[config.mk]
export PLATFORM = sky130hd
export DESIGN_NAME = cpu_control_unit
export DESIGN_NICKNAME = d
export VERILOG_FILES = /design/src/rtl/cpu_pkg.sv /design/src/rtl/cpu_alu.sv /design/src/rtl/cpu_control_unit.sv
export SDC_FILE = /design/constraint.sdc
export NUM_CORES = 1
export LEC_CHECK = 0
export ABC_AREA = 1
export CORE_MARGIN = 2
export CORE_UTILIZATION = 25
export DETAILED_ROUTE_END_ITERATION = 8
export REMOVE_ABC_BUFFERS = 1
export SETUP_SLACK_MARGIN = 0.3
export SLEW_MARGIN = 5
export SYNTH_ARGS = -nofsm -noshare
export SYNTH_HDL_FRONTEND = slang
export SYNTH_HIERARCHICAL = 1
export SYNTH_SLANG_ARGS = --single-unit
[constraint.sdc]
create_clock -name clk -period 2.7 [get_ports clk]
set_input_delay 0.675 -clock clk [delete_from_list [all_inputs] [get_ports clk]]
set_output_delay 0.675 -clock clk [all_outputs]
set_load 0.05 [all_outputs]
[src/rtl/cpu_pkg.sv]
// Shared definitions for the 4-bit CPU control unit:
// opcodes, FSM state encoding, instruction field positions.
package cpu_pkg;

   localparam int DATA_W = 4;

   localparam logic [2:0] OP_NOP  = 3'd0;
   localparam logic [2:0] OP_LDI  = 3'd1;
   localparam logic [2:0] OP_MOV  = 3'd2;
   localparam logic [2:0] OP_ADD  = 3'd3;
   localparam logic [2:0] OP_SUB  = 3'd4;
   localparam logic [2:0] OP_AND  = 3'd5;
   localparam logic [2:0] OP_OUT  = 3'd6;
   localparam logic [2:0] OP_HALT = 3'd7;

   localparam int OPC_HI = 7;
   localparam int OPC_LO = 5;
   localparam int RD_BIT = 4;
   localparam int ARG_HI = 3;
   localparam int ARG_LO = 0;
   localparam int RS_BIT = 0;

   typedef enum logic [2:0] {
      S_IDLE,
      S_FETCH,
      S_EXEC,
      S_OUTW,
      S_HALT
   } state_t;

   function automatic logic writes_rf(input logic [2:0] op);
      return op inside {OP_LDI, OP_MOV, OP_ADD, OP_SUB, OP_AND};
   endfunction

   function automatic logic sets_flags(input logic [2:0] op);
      return op inside {OP_ADD, OP_SUB, OP_AND};
   endfunction

endpackage

[src/rtl/cpu_alu.sv]
// Combinational 4-bit ALU.
// Ports: a, b operands; op opcode; result, carry, zero.
module cpu_alu
   import cpu_pkg::*;
(
   input  logic [DATA_W-1:0] a,
   input  logic [DATA_W-1:0] b,
   input  logic [2:0]        op,
   output logic [DATA_W-1:0] result,
   output logic              carry,
   output logic              zero
);

   logic [DATA_W:0] w_sum;

   assign w_sum = {1'b0, a} + {1'b0, b};

   // LDI and MOV pass b through; the top selects b accordingly.
   always_comb begin
      result = b;
      carry  = 1'b0;
      case (op)
         OP_ADD: begin
            result = w_sum[DATA_W-1:0];
            carry  = w_sum[DATA_W];
         end
         OP_SUB: begin
            result = a - b;
            carry  = (a < b);
         end
         OP_AND: begin
            result = a & b;
         end
         default: begin
            result = b;
         end
      endcase
   end

   assign zero = (result == '0);

endmodule

[src/rtl/cpu_control_unit.sv]
// Fetch/execute sequencer of the 4-bit CPU.
// Ports: clk, reset (async, low); run; instruction fetch
// req/ack; register file write/read controls; out valid/ready
// port; flag_c, flag_z, halted status.
module cpu_control_unit #(
   parameter int                DATA_W   = 4,
   parameter int                ADDR_W   = 4,
   parameter logic [ADDR_W-1:0] RESET_PC = '0
) (
   input  logic              clk,
   input  logic              reset,
   input  logic              run,
   output logic [ADDR_W-1:0] instr_addr,
   output logic              instr_req,
   input  logic              instr_ack,
   input  logic [7:0]        instr_data,
   output logic              rf_we,
   output logic              rf_write_sel,
   output logic [DATA_W-1:0] rf_write_data,
   output logic              rf_read_sel,
   input  logic [DATA_W-1:0] rf_read_data,
   input  logic [DATA_W-1:0] rf_R0,
   input  logic [DATA_W-1:0] rf_R1,
   output logic [DATA_W-1:0] out_data,
   output logic              out_valid,
   input  logic              out_ready,
   output logic              flag_c,
   output logic              flag_z,
   output logic              halted
);

   import cpu_pkg::*;

   state_t            r_state;
   state_t            w_next;
   logic [ADDR_W-1:0] r_pc;
   logic [7:0]        r_ir;
   logic [DATA_W-1:0] r_out_data;
   logic              r_out_valid;
   logic              r_c;
   logic              r_z;
   logic              r_halt;

   logic [2:0]        w_op;
   logic              w_rd;
   logic [DATA_W-1:0] w_arg;
   logic [DATA_W-1:0] w_rd_val;
   logic [DATA_W-1:0] w_b;
   logic [DATA_W-1:0] w_res;
   logic              w_c;
   logic              w_z;

   assign w_op  = r_ir[OPC_HI:OPC_LO];
   assign w_rd  = r_ir[RD_BIT];
   assign w_arg = r_ir[ARG_HI:ARG_LO];

   // R[rd] comes from the direct taps; R[rs] through the
   // read port, whose select is the registered IR bit.
   assign w_rd_val = w_rd ? rf_R1 : rf_R0;
   assign w_b      = (w_op == OP_LDI) ? w_arg : rf_read_data;

   cpu_alu u_alu (
      .a      (w_rd_val),
      .b      (w_b),
      .op     (w_op),
      .result (w_res),
      .carry  (w_c),
      .zero   (w_z)
   );

   always_ff @(posedge clk or negedge reset) begin
      if (!reset) r_state <= S_IDLE;
      else        r_state <= w_next;
   end

   always_comb begin
      w_next = r_state;
      unique case (r_state)
         S_IDLE:  if (run) w_next = S_FETCH;
         S_FETCH: if (instr_ack) w_next = S_EXEC;
         S_EXEC: begin
            if (w_op == OP_OUT)       w_next = S_OUTW;
            else if (w_op == OP_HALT) w_next = S_HALT;
            else                      w_next = S_FETCH;
         end
         S_OUTW:  if (out_ready) w_next = S_FETCH;
         S_HALT:  w_next = S_HALT;
         default: w_next = S_IDLE;
      endcase
   end

   always_comb begin
      instr_req     = (r_state == S_FETCH);
      rf_we         = 1'b0;
      rf_write_sel  = 1'b0;
      rf_write_data = '0;
      if (r_state == S_EXEC && writes_rf(w_op)) begin
         rf_we         = 1'b1;
         rf_write_sel  = w_rd;
         rf_write_data = w_res;
      end
   end

   always_ff @(posedge clk or negedge reset) begin
      if (!reset) begin
         r_pc        <= RESET_PC;
         r_ir        <= '0;
         r_out_data  <= '0;
         r_out_valid <= 1'b0;
         r_c         <= 1'b0;
         r_z         <= 1'b0;
         r_halt      <= 1'b0;
      end else begin
         unique case (r_state)
            S_FETCH: begin
               if (instr_ack) r_ir <= instr_data;
            end
            S_EXEC: begin
               if (w_op == OP_OUT) begin
                  r_out_data  <= w_rd_val;
                  r_out_valid <= 1'b1;
               end else if (w_op == OP_HALT) begin
                  r_halt <= 1'b1;
               end else begin
                  r_pc <= r_pc + ADDR_W'(1);
               end
               if (sets_flags(w_op)) begin
                  r_c <= w_c;
                  r_z <= w_z;
               end
            end
            S_OUTW: begin
               if (out_ready) begin
                  r_out_valid <= 1'b0;
                  r_pc        <= r_pc + ADDR_W'(1);
               end
            end
            default: begin
            end
         endcase
      end
   end

   assign instr_addr  = r_pc;
   assign rf_read_sel = r_ir[RS_BIT];
   assign out_data    = r_out_data;
   assign out_valid   = r_out_valid;
   assign flag_c      = r_c;
   assign flag_z      = r_z;
   assign halted      = r_halt;

endmodule
* Yosys cells after proc, flatten, opt, wreduce, memory -nomap -nowiden
Cells that the tools add are included.
Cells by class: bitwise logic cells 2, equal/unequal tests 17, $add $sub $neg 3, $lt $le $gt $ge 1, reductions and logical operators 13, muxes and demuxes 20
Operator list (number):
- $mux W4 | 6
- $eq A3 B3 Y1 const B | 5
- $mux W3 | 5
- $pmux W3 S5 | 1
- $eq A3 B2 Y1 const B | 4
- $pmux W4 S3 | 1
- $reduce_and A3 Y1 | 3
- $ne A2 B2 Y1 const B | 4
- $pmux W4 S2 | 1
- $eq A3 B1 Y1 const B | 2
- $reduce_and A2 Y1 | 3
- $add A4 B4 Y5 | 1
- $reduce_bool A5 Y1 | 1
- $add A4 B1 Y4 const B | 1
- $and A4 B4 Y4 | 1
- $logic_not A4 Y1 | 1
- $lt A4 B4 Y1 | 1
- $mux W1 | 4
- $ne A2 B1 Y1 const B | 2
- $pmux W1 S2 | 2
- $reduce_and A4 Y1 | 1
- $sub A4 B4 Y4 | 1
- $logic_not A3 Y1 | 1
- $reduce_bool A3 Y1 | 1
- 3 further kinds | 3
Word-level totals: output and inout bits 20, bits in registers 23, input bits 25

* Depth between registers and ports, before layout
Gate-level depths: netlist of run 1.
depth after elaboration 5, depth in mapped cells 16, depth with buffers taken out 16

* By module
Netlist of run 1, hierarchy kept.
By module, submodules not included:
- cpu_control_unit | cells an instance 154, area each 1211.2 µm², times used 1, seq. area each 575.6 µm²
- cpu_alu | cells an instance 88, area each 519.2 µm², times used 1, seq. area each 0.0 µm²

* Least setup slack after synthesis of run 1
OpenSTA, ideal clock, no wires.
kind register to output, from reg r_ir[7], to out rf_write_data[2], path slack -0.712 ns, required time 2.025 ns, arrival time 2.737 ns, stages on the path, launching flop included 13, cells stage by stage dfrtp_1 > nor2_1 > nand2_1 > mux2_2 > ha_1 > fa_1 > xnor2_1 > nand2_1 > nand3_2 > nor2_2 > inv_1 > inv_1 > nor2_1
Between the ends: word-level cells in the longest chain between the ends 5, elaborated cells between the ends (all ways) 13
Ends and longest elaborated chain:
- from (decl) | line cpu_control_unit.sv:37 | logic [7:0] r_ir;
- from (signal assigned) | line cpu_control_unit.sv:116 | if (instr_ack) r_ir <= instr_data;
- $eq A3 B1 Y1 (*) | line cpu_control_unit.sv:60 | assign w_b = (w_op == OP_LDI) ? w_arg : rf_read_data;
- $mux W4 (*) | line cpu_control_unit.sv:60
- net w_b[0] | line cpu_control_unit.sv:48 | logic [DATA_W-1:0] w_b;
- $sub A4 B4 Y4 / $add A4 B4 Y5 (equally long branches) | line cpu_alu.sv:28, cpu_alu.sv:16
- $pmux W4 S3 (*) | line cpu_alu.sv:22 | case (op)
- net w_res[2] | line cpu_control_unit.sv:49 | logic [DATA_W-1:0] w_res;
- $mux W4 (*) | line cpu_control_unit.sv:97 | if (r_state == S_EXEC && writes_rf(w_op)) begin
- to (decl) | line cpu_control_unit.sv:19 | output logic [DATA_W-1:0] rf_write_data,
The timed path passes the listed nets; every way through them passes the cells marked *.

* Worst setup path in the final report of run 1
from reg r_ir[6], to out rf_write_data[1]
Same word-level chain as after synthesis.

==> results.py, run 1 <==
metrics = {
    "pwr": {
        "p_per_area_mw_per_mm2": 1320,
        "p_int_mw": 1.79,
        "pwr-share-clk_pct": 5.9,
        "p_seq_share_pct": 17.2,
        "swShare_pct": 50.8,
        "p_sw_mw": 1.84,
        "p_comb_share_pct": 76.9,
        "max-vdd-ir-drop_v": 0.000483,
        "p_leak_nw": 1.37,
    },
    "final_layout": {
        "diodes": 0,
        "nets": 356,
        "most-common-layout-cells": "68 x nand2_1, 32 x clkdlybuf4s50_1, 29 x buf_4",
        "final_common_cell": "nand2_1",
        "finish.utilization_pct": 40.6,
        "stdcell_area_sq_mm": 0.00274,
        "layout-drive-gt1-share_pct": 34.2,
        "fillers": 701,
        "areaGrowthSynthToFinish_pct": 58.5,
    },
    "timing": {
        "finalClockSkew_ns": 0.0104,
        "period_minus_slack_ns": 3.22,
        "slew_headroom_pct": 66.2,
        "hold_violations": 0,
        "rsz0062_at_grt": "true",
        "fmax_mhz": 311,
        "timing.final.ws_setup_ns": -0.519,
        "drv_slew": 0,
        "setup_violations": 4,
        "timing.final.crit_share_pct": 119,
        "tightestPinTransition_ns": 0.506,
    },
    "cts": {
        "clock_latency_ns": 0.27,
        "clk_path_buf_depth": 2,
        "cts.sinks": 23,
        "clkTransAtPathRegs_ns": 0.09,
        "cts_buffers": 3,
        "postCtsHoldBufs": 0,
        "root_buffer": "clkbuf_8",
        "cts_tree": "done",
        "h-tree-depth": 1,
    },
    "worst_hold_path": {
        "hp-class": "flip-flop to flip-flop",
        "worstHoldPathCells": 2,
        "min_to": "r_ir[3]",
        "min_from": "r_ir[3]",
    },
    "routing": {
        "wl_per_cell_um": 11.2,
        "wirelength_um": 4480,
        "drtIter0Drc": 47,
        "drt-vias-per-instance": 4.28,
        "vias": 1706,
        "drt.antenna.violating_nets": 0,
        "drc": 0,
        "drtPass1Iterations": 4,
    },
    "floorplanning": {
        "placement_rows": 30,
        "coreArea_sq_mm": 0.00676,
        "die_h_um": 87.2,
        "die-area_sq_mm": 0.00760,
        "die_x_um": 87.2,
        "start_util_pct": 25.6,
        "ioPinCount": 45,
    },
    "global_route": {
        "antenna_found_initial": 0,
        "grt_util_all_layers_pct": 12.7,
        "grt_pass1_wl_um": 7860,
        "grt_max_degree": 24,
        "grt_pass1_vias": 1757,
        "grt_overflow": 0,
    },
    "synth": {
        "syn_area_per_cell_sq_um": 7.15,
        "synth_top_family_by_area": "simple AND/OR/NAND/NOR gates",
        "yosys.area_share.simple_pct": 39.8,
        "synth_cell_types": 27,
        "synth_compound_area_share_pct": 5.93,
        "synthMuxAreaShare_pct": 2.60,
        "ys_seq_area_share_pct": 33.3,
        "synthAdderAreaFrac_pct": 8.82,
        "synthCells": 242,
        "synthXorXnorAreaFrac_pct": 1.52,
        "synth_seq_cells": 23,
        "ys_warn_count": 6,
        "syn_area_sq_mm": 0.00173,
    },
    "worst_setup_path": {
        "worstSetupEndpointType": "output port",
        "cp-startpoint": "r_ir[6]",
        "timing_worst_setup_path_type": "flip-flop to output port",
        "r2r_end": "flag_z",
        "worstPathRequired_ns": 2.03,
        "crit_fanout": 3,
        "reg2reg_depth": 16,
        "startpoint_type": "flip-flop",
        "r2r-start": "r_ir[6]",
        "worstPathArrival_ns": 2.54,
        "reg2reg_slack_ns": 0.29,
    },
    "place": {
        "pre_cts_ws_ns": -0.794,
        "io_buffer_count": 44,
        "place.gp.congestion": 0.802,
        "hpwlAfterDp_um": 3600,
        "place_area_sq_mm": 0.00249,
    },
    "run_status": {
        "violations": "negative setup slack",
        "status": "complete, but fails checks",
    },
    "run": {
        "maxCapViolations": 0,
    },
}
how the worst max path moves through the flow:
| stage | endpoint | cells after the start | slack, ns |
|---|---|---|---|
| 6_report | rf_write_data[1] | 13 | -0.52 |
| 5_1_grt | rf_write_data[2] | 13 | -0.66 |
| 4_1_cts | rf_write_data[1] | 13 | -0.51 |
| 3_5_place_dp | rf_write_data[2] | 12 | -0.79 |
| 3_3_place_gp | rf_write_data[2] | 12 | -0.76 |
| 2_1_floorplan | rf_write_data[2] | 12 | -0.71 |
per-stage QoR:
| stage | setup TNS, ns | cells | hold slack, ns | total power, mW |
|---|---|---|---|---|
| final | -1.65 | 399 | 0.477 | 3.63 |
| after global routing | -2.26 | 399 | 0.502 | 3.95 |
| after CTS | -1.64 | 397 | 0.483 | 3.48 |
| after detailed placement | -2.74 | 390 | 0.459 | 3.03 |
| after global placement | -2.67 | 390 | 0.459 | 3.02 |
| after floorplan | -2.31 | 241 | 0.379 | 2.17 |
what timing repair did:
| action | 4_1_cts | 5_1_grt |
|---|---|---|
| endpoints found under the setup margin | 7 | 7 |
| gates cloned | 0 | 0 |
| buffers inserted | 3 | 2 |
| resized for setup | 36 | 18 |
| pin swaps | 19 | 15 |
logic make-up (layout without fill, tap and decap cells):
logic type / after synthesis / after routing
adders and majority gates: 11 / 11
buffers and inverters: 37 / 114
xor gates and xnor gates: 3 / 3
and+or+nand+nor: 147 / 147
AOI/OAI and AO/OA: 17 / 17
DFF: 23 / 23
muxes: 4 / 4
power by group through the flow:
| stage | Combinational, mW | Sequential, mW | Clock [mW] |
|---|---|---|---|
| finish | 2.79 | 0.626 | 0.214 |
| global route | 3.06 | 0.649 | 0.241 |
| CTS | 2.63 | 0.628 | 0.223 |
| detailed placement | 2.41 | 0.626 | 0 |
| global placement | 2.40 | 0.626 | 0 |
| floorplan | 1.21 | 0.960 | 0 |
flip-flops by register name, summed over array words and instances, names as in the netlist:
name / count
flag_c: 1
instr_addr: 4
out_data: 4
halted: 1
r_state: 3
out_valid: 1
flag_z: 1
r_ir: 8
cell usage after synthesis:
cell type   n  area, sq um
nor3_1      1         5.00
o31ai_1     2         15.0
nand3_2     5         50.1
ha_1        9          113
o22ai_1     1         6.26
nor2_2      9         56.3
nand4_1     1         6.26
nand2_1    72          270
mux2_2      4         45.0
dfrtp_1    23          576
inv_1      30          113
nor2_1     23         86.3
xor2_1      1         8.76
xnor2_1     2         17.5
o21ai_0     4         20.0
nand3b_1    1         7.51
fa_1        2         40.0
o21ai_2     1         8.76
clkbuf_1    1         3.75
inv_2       6         22.5
nand2_4     3         33.8
nand2_2     5         31.3
a21oi_2     2         17.5
nor2_4      1         11.3
nand3_1    25          125
a21oi_1     7         35.0
or2_2       1         6.26
worst max-delay path: stages (launching register included):
cell and delay (ns):
dfrtp_1 0.40, nor2_2 0.15, nand2_2 0.11, mux2_4 0.35, ha_4 0.17, fa_2 0.52, inv_2 0.04, nand3_2 0.05
nand2_2 0.05, o21ai_2 0.14, inv_1 0.06, inv_2 0.06, nor2_4 0.04, buf_12 0.14
area by class of cell:
cell class	count	area [sq um]	share of cell area, %
clock buffer	3	41.3	1.51
clock inverter	1	5.00	0.182
inverter	36	140	5.11
multi-input combinational	182	1180	42.9
sequential	23	576	21.0
tap	80	100	3.65
timing repair buffer	74	704	25.7
routing by layer:
layer  global-route usage [%]  vias up  wire, um
li1                         -      909         -
met1                     16.2      762      2060
met2                     22.5       31      2180
met3                     3.32        4       224
met4                    0.839        0        14
met5                        0        -         0
No activity file was read; power rests on OpenSTA's default activity.
==> inputs of run 2 (changes only) <==
CTS_BUF_LIST = sky130_fd_sc_hd__clkbuf_4 sky130_fd_sc_hd__clkbuf_8 sky130_fd_sc_hd__clkbuf_16   (was default)
==> results of run 2 <==
The final DEF is identical to that of run 1; final timing and power are the same.
==> inputs of run 3 (changes only) <==
--- a/config.mk
+++ b/config.mk
@@ -8,3 +8,2 @@
 export ABC_AREA = 1
-export CORE_MARGIN = 2
 export CORE_UTILIZATION = 25
--- a/constraint.sdc
+++ b/constraint.sdc
@@ -3,2 +3,2 @@
 set_output_delay 0.675 -clock clk [all_outputs]
-set_load 0.05 [all_outputs]
+set_load 0.1 [all_outputs]
==> run 3 against run 2 <==
  * The flow still finishes with violations (negative setup slack)
  * Clock-buffer cell count unchanged
  * Highest routed layer unchanged
  * Cell count decreased by 0.50%
  * Via count increased by 2.8%
  * Global-route usage about the same
==> results.py, run 3 (same netlist as run 1, synthesis figures left out) <==
metrics = {
    "place": {
        "io_buffer_count": 44,
        "place.gp.congestion": 0.809,
        "hpwlAfterDp_um": 3490,
        "pre_cts_ws_ns": -0.806,
    },
    "global_route": {
        "grt_util_all_layers_pct": 12.6,
        "grt_use_met1_pct": 16.8,
        "grt_busiest_layer": "met2",
        "grt_use_met3_pct": 2.72,
        "grt_overflow": 0,
        "grtUsageMet2_pct": 21.6,
        "grt_pass1_wl_um": 7430,
        "grt_pass1_vias": 1663,
        "antenna_found_initial": 0,
        "grt_max_degree": 24,
    },
    "timing": {
        "timing.final.crit_share_pct": 121,
        "setup_violations": 4,
        "drv_slew": 0,
        "tightestPinTransition_ns": 0.345,
        "finalClockSkew_ns": 0.00505,
        "rsz0062_at_grt": "true",
        "setup_tns_ns": -1.92,
        "slew_headroom_pct": 76.9,
        "fmax_mhz": 305,
        "period_minus_slack_ns": 3.28,
        "hold_violations": 0,
        "timing.final.ws_setup_ns": -0.579,
        "holdWs_ns": 0.474,
    },
    "floorplanning": {
        "die_x_um": 85.2,
        "start_util_pct": 26.5,
        "coreArea_sq_mm": 0.00653,
        "placement_rows": 29,
        "ioPinCount": 45,
        "die-area_sq_mm": 0.00726,
        "die_h_um": 85.2,
    },
    "final_layout": {
        "diodes": 0,
        "seqCellArea_sq_um": 576,
        "layout-drive-gt1-share_pct": 37.2,
        "areaGrowthSynthToFinish_pct": 54.8,
        "top_register": "r_ir",
        "largest_register_ffs": 8,
        "fillers": 667,
        "nets": 357,
        "final_common_cell": "nand2_1",
        "multi_input_area_sq_mm": 0.00113,
        "most-common-layout-cells": "70 x nand2_1, 45 x buf_4, 23 x dfrtp_1",
    },
    "worst_setup_path": {
        "worstSetupEndpointType": "output port",
        "crit_fanout": 5,
        "r2r_end": "flag_z",
        "reg2reg_slack_ns": 0.25,
        "r2r-start": "r_ir[7]",
        "worstPathRequired_ns": 2.03,
        "startpoint_type": "input port",
        "timing_worst_setup_path_type": "input port to output port",
        "worstPathArrival_ns": 2.60,
        "reg2reg_depth": 14,
        "cp-startpoint": "rf_read_data[2]",
    },
    "routing": {
        "drt-vias-per-instance": 4.42,
        "drtPass1Iterations": 4,
        "wl_per_cell_um": 11.3,
        "wirelength_um": 4480,
        "drtIter0Drc": 45,
        "vias": 1754,
        "drc": 0,
        "drt.antenna.violating_nets": 0,
    },
    "worst_hold_path": {
        "min_to": "r_ir[3]",
        "worstHoldPathCells": 2,
        "min_from": "r_ir[3]",
        "hp-class": "flip-flop to flip-flop",
    },
    "run": {
        "maxCapViolations": 0,
    },
    "cts": {
        "root_buffer": "clkbuf_8",
        "h-tree-depth": 1,
        "cts_tree": "done",
        "postCtsHoldBufs": 0,
        "clock_latency_ns": 0.27,
        "cts.sinks": 23,
        "cts_buffers": 3,
        "clk_path_buf_depth": 2,
        "clkTransAtPathRegs_ns": 0.08,
    },
    "run_status": {
        "violations": "negative setup slack",
        "status": "complete, but fails checks",
    },
}
==> run 3: cell types whose count changed in the layout (fill, tap and decap cells not counted), moves of 3 or more <==
cell,before,now
buf_6,3,0
clkdlybuf4s50_1,32,20
nor2_2,11,14
buf_4,29,45
==> run 3: stage by stage <==
step	instance area [sq um]	std cells	utilization (%)
2_1_floorplan	1730	241	-
3_5_place_dp	2450	383	37.5
6_report	2680	397	41.0
5_1_grt	2680	397	41.0
3_3_place_gp	2450	383	37.5
4_1_cts	2610	392	39.9
==> run 3: area by class of cell <==
| type | instances | share of cell area [%] |
|---|---|---|
| flip-flops and latches | 23 | 21.5 |
| clock buffers | 3 | 1.54 |
| clock inverters | 1 | 0.187 |
| multi-input cells | 182 | 42.2 |
| inverters | 36 | 5.14 |
| repair buffers | 75 | 25.9 |
| well taps | 77 | 3.60 |
==> run 3: how the worst max path moves through the flow <==
stage / endpoint / slack (ns) / cells after the start
detailed placement: rf_write_data[2] / -0.81 / 12
global route: rf_write_data[3] / -0.70 / 14
floorplan: rf_write_data[1] / -1.41 / 11
finish: rf_write_data[3] / -0.58 / 14
global placement: rf_write_data[2] / -0.80 / 12
CTS: rf_write_data[1] / -0.57 / 14
==> run 3: critical path, stage by stage <==
cell and delay, ns:
clkdlybuf4s50_1 0.42, mux2_2 0.29, inv_2 0.08, ha_4 0.22, nor2_2 0.10, nand2_1 0.07
nand3_1 0.08, nand2_1 0.06, nor2_2 0.11, nor2_2 0.05, nand2_2 0.06, inv_1 0.05
nor2_2 0.14, buf_12 0.19
==> run 3: metal layers <==
layer,wire (um),vias to the layer above
met1,2100,801
met5,0,-
met2,2170,37
met3,191,2
li1,-,914
met4,11,0
==> run 3: repair_timing <==
item / CTS / global route
hold endpoints to repair: 0 / 0
gates cloned: 0 / 0
pin swaps: 20 / 11
setup buffers: 5 / 5
resized for setup: 28 / 10
endpoints found under the setup margin: 7 / 6
Power of run 3 is not shown: default switching activity piles up to over one toggle a cycle in this logic, so the estimate is an artifact.
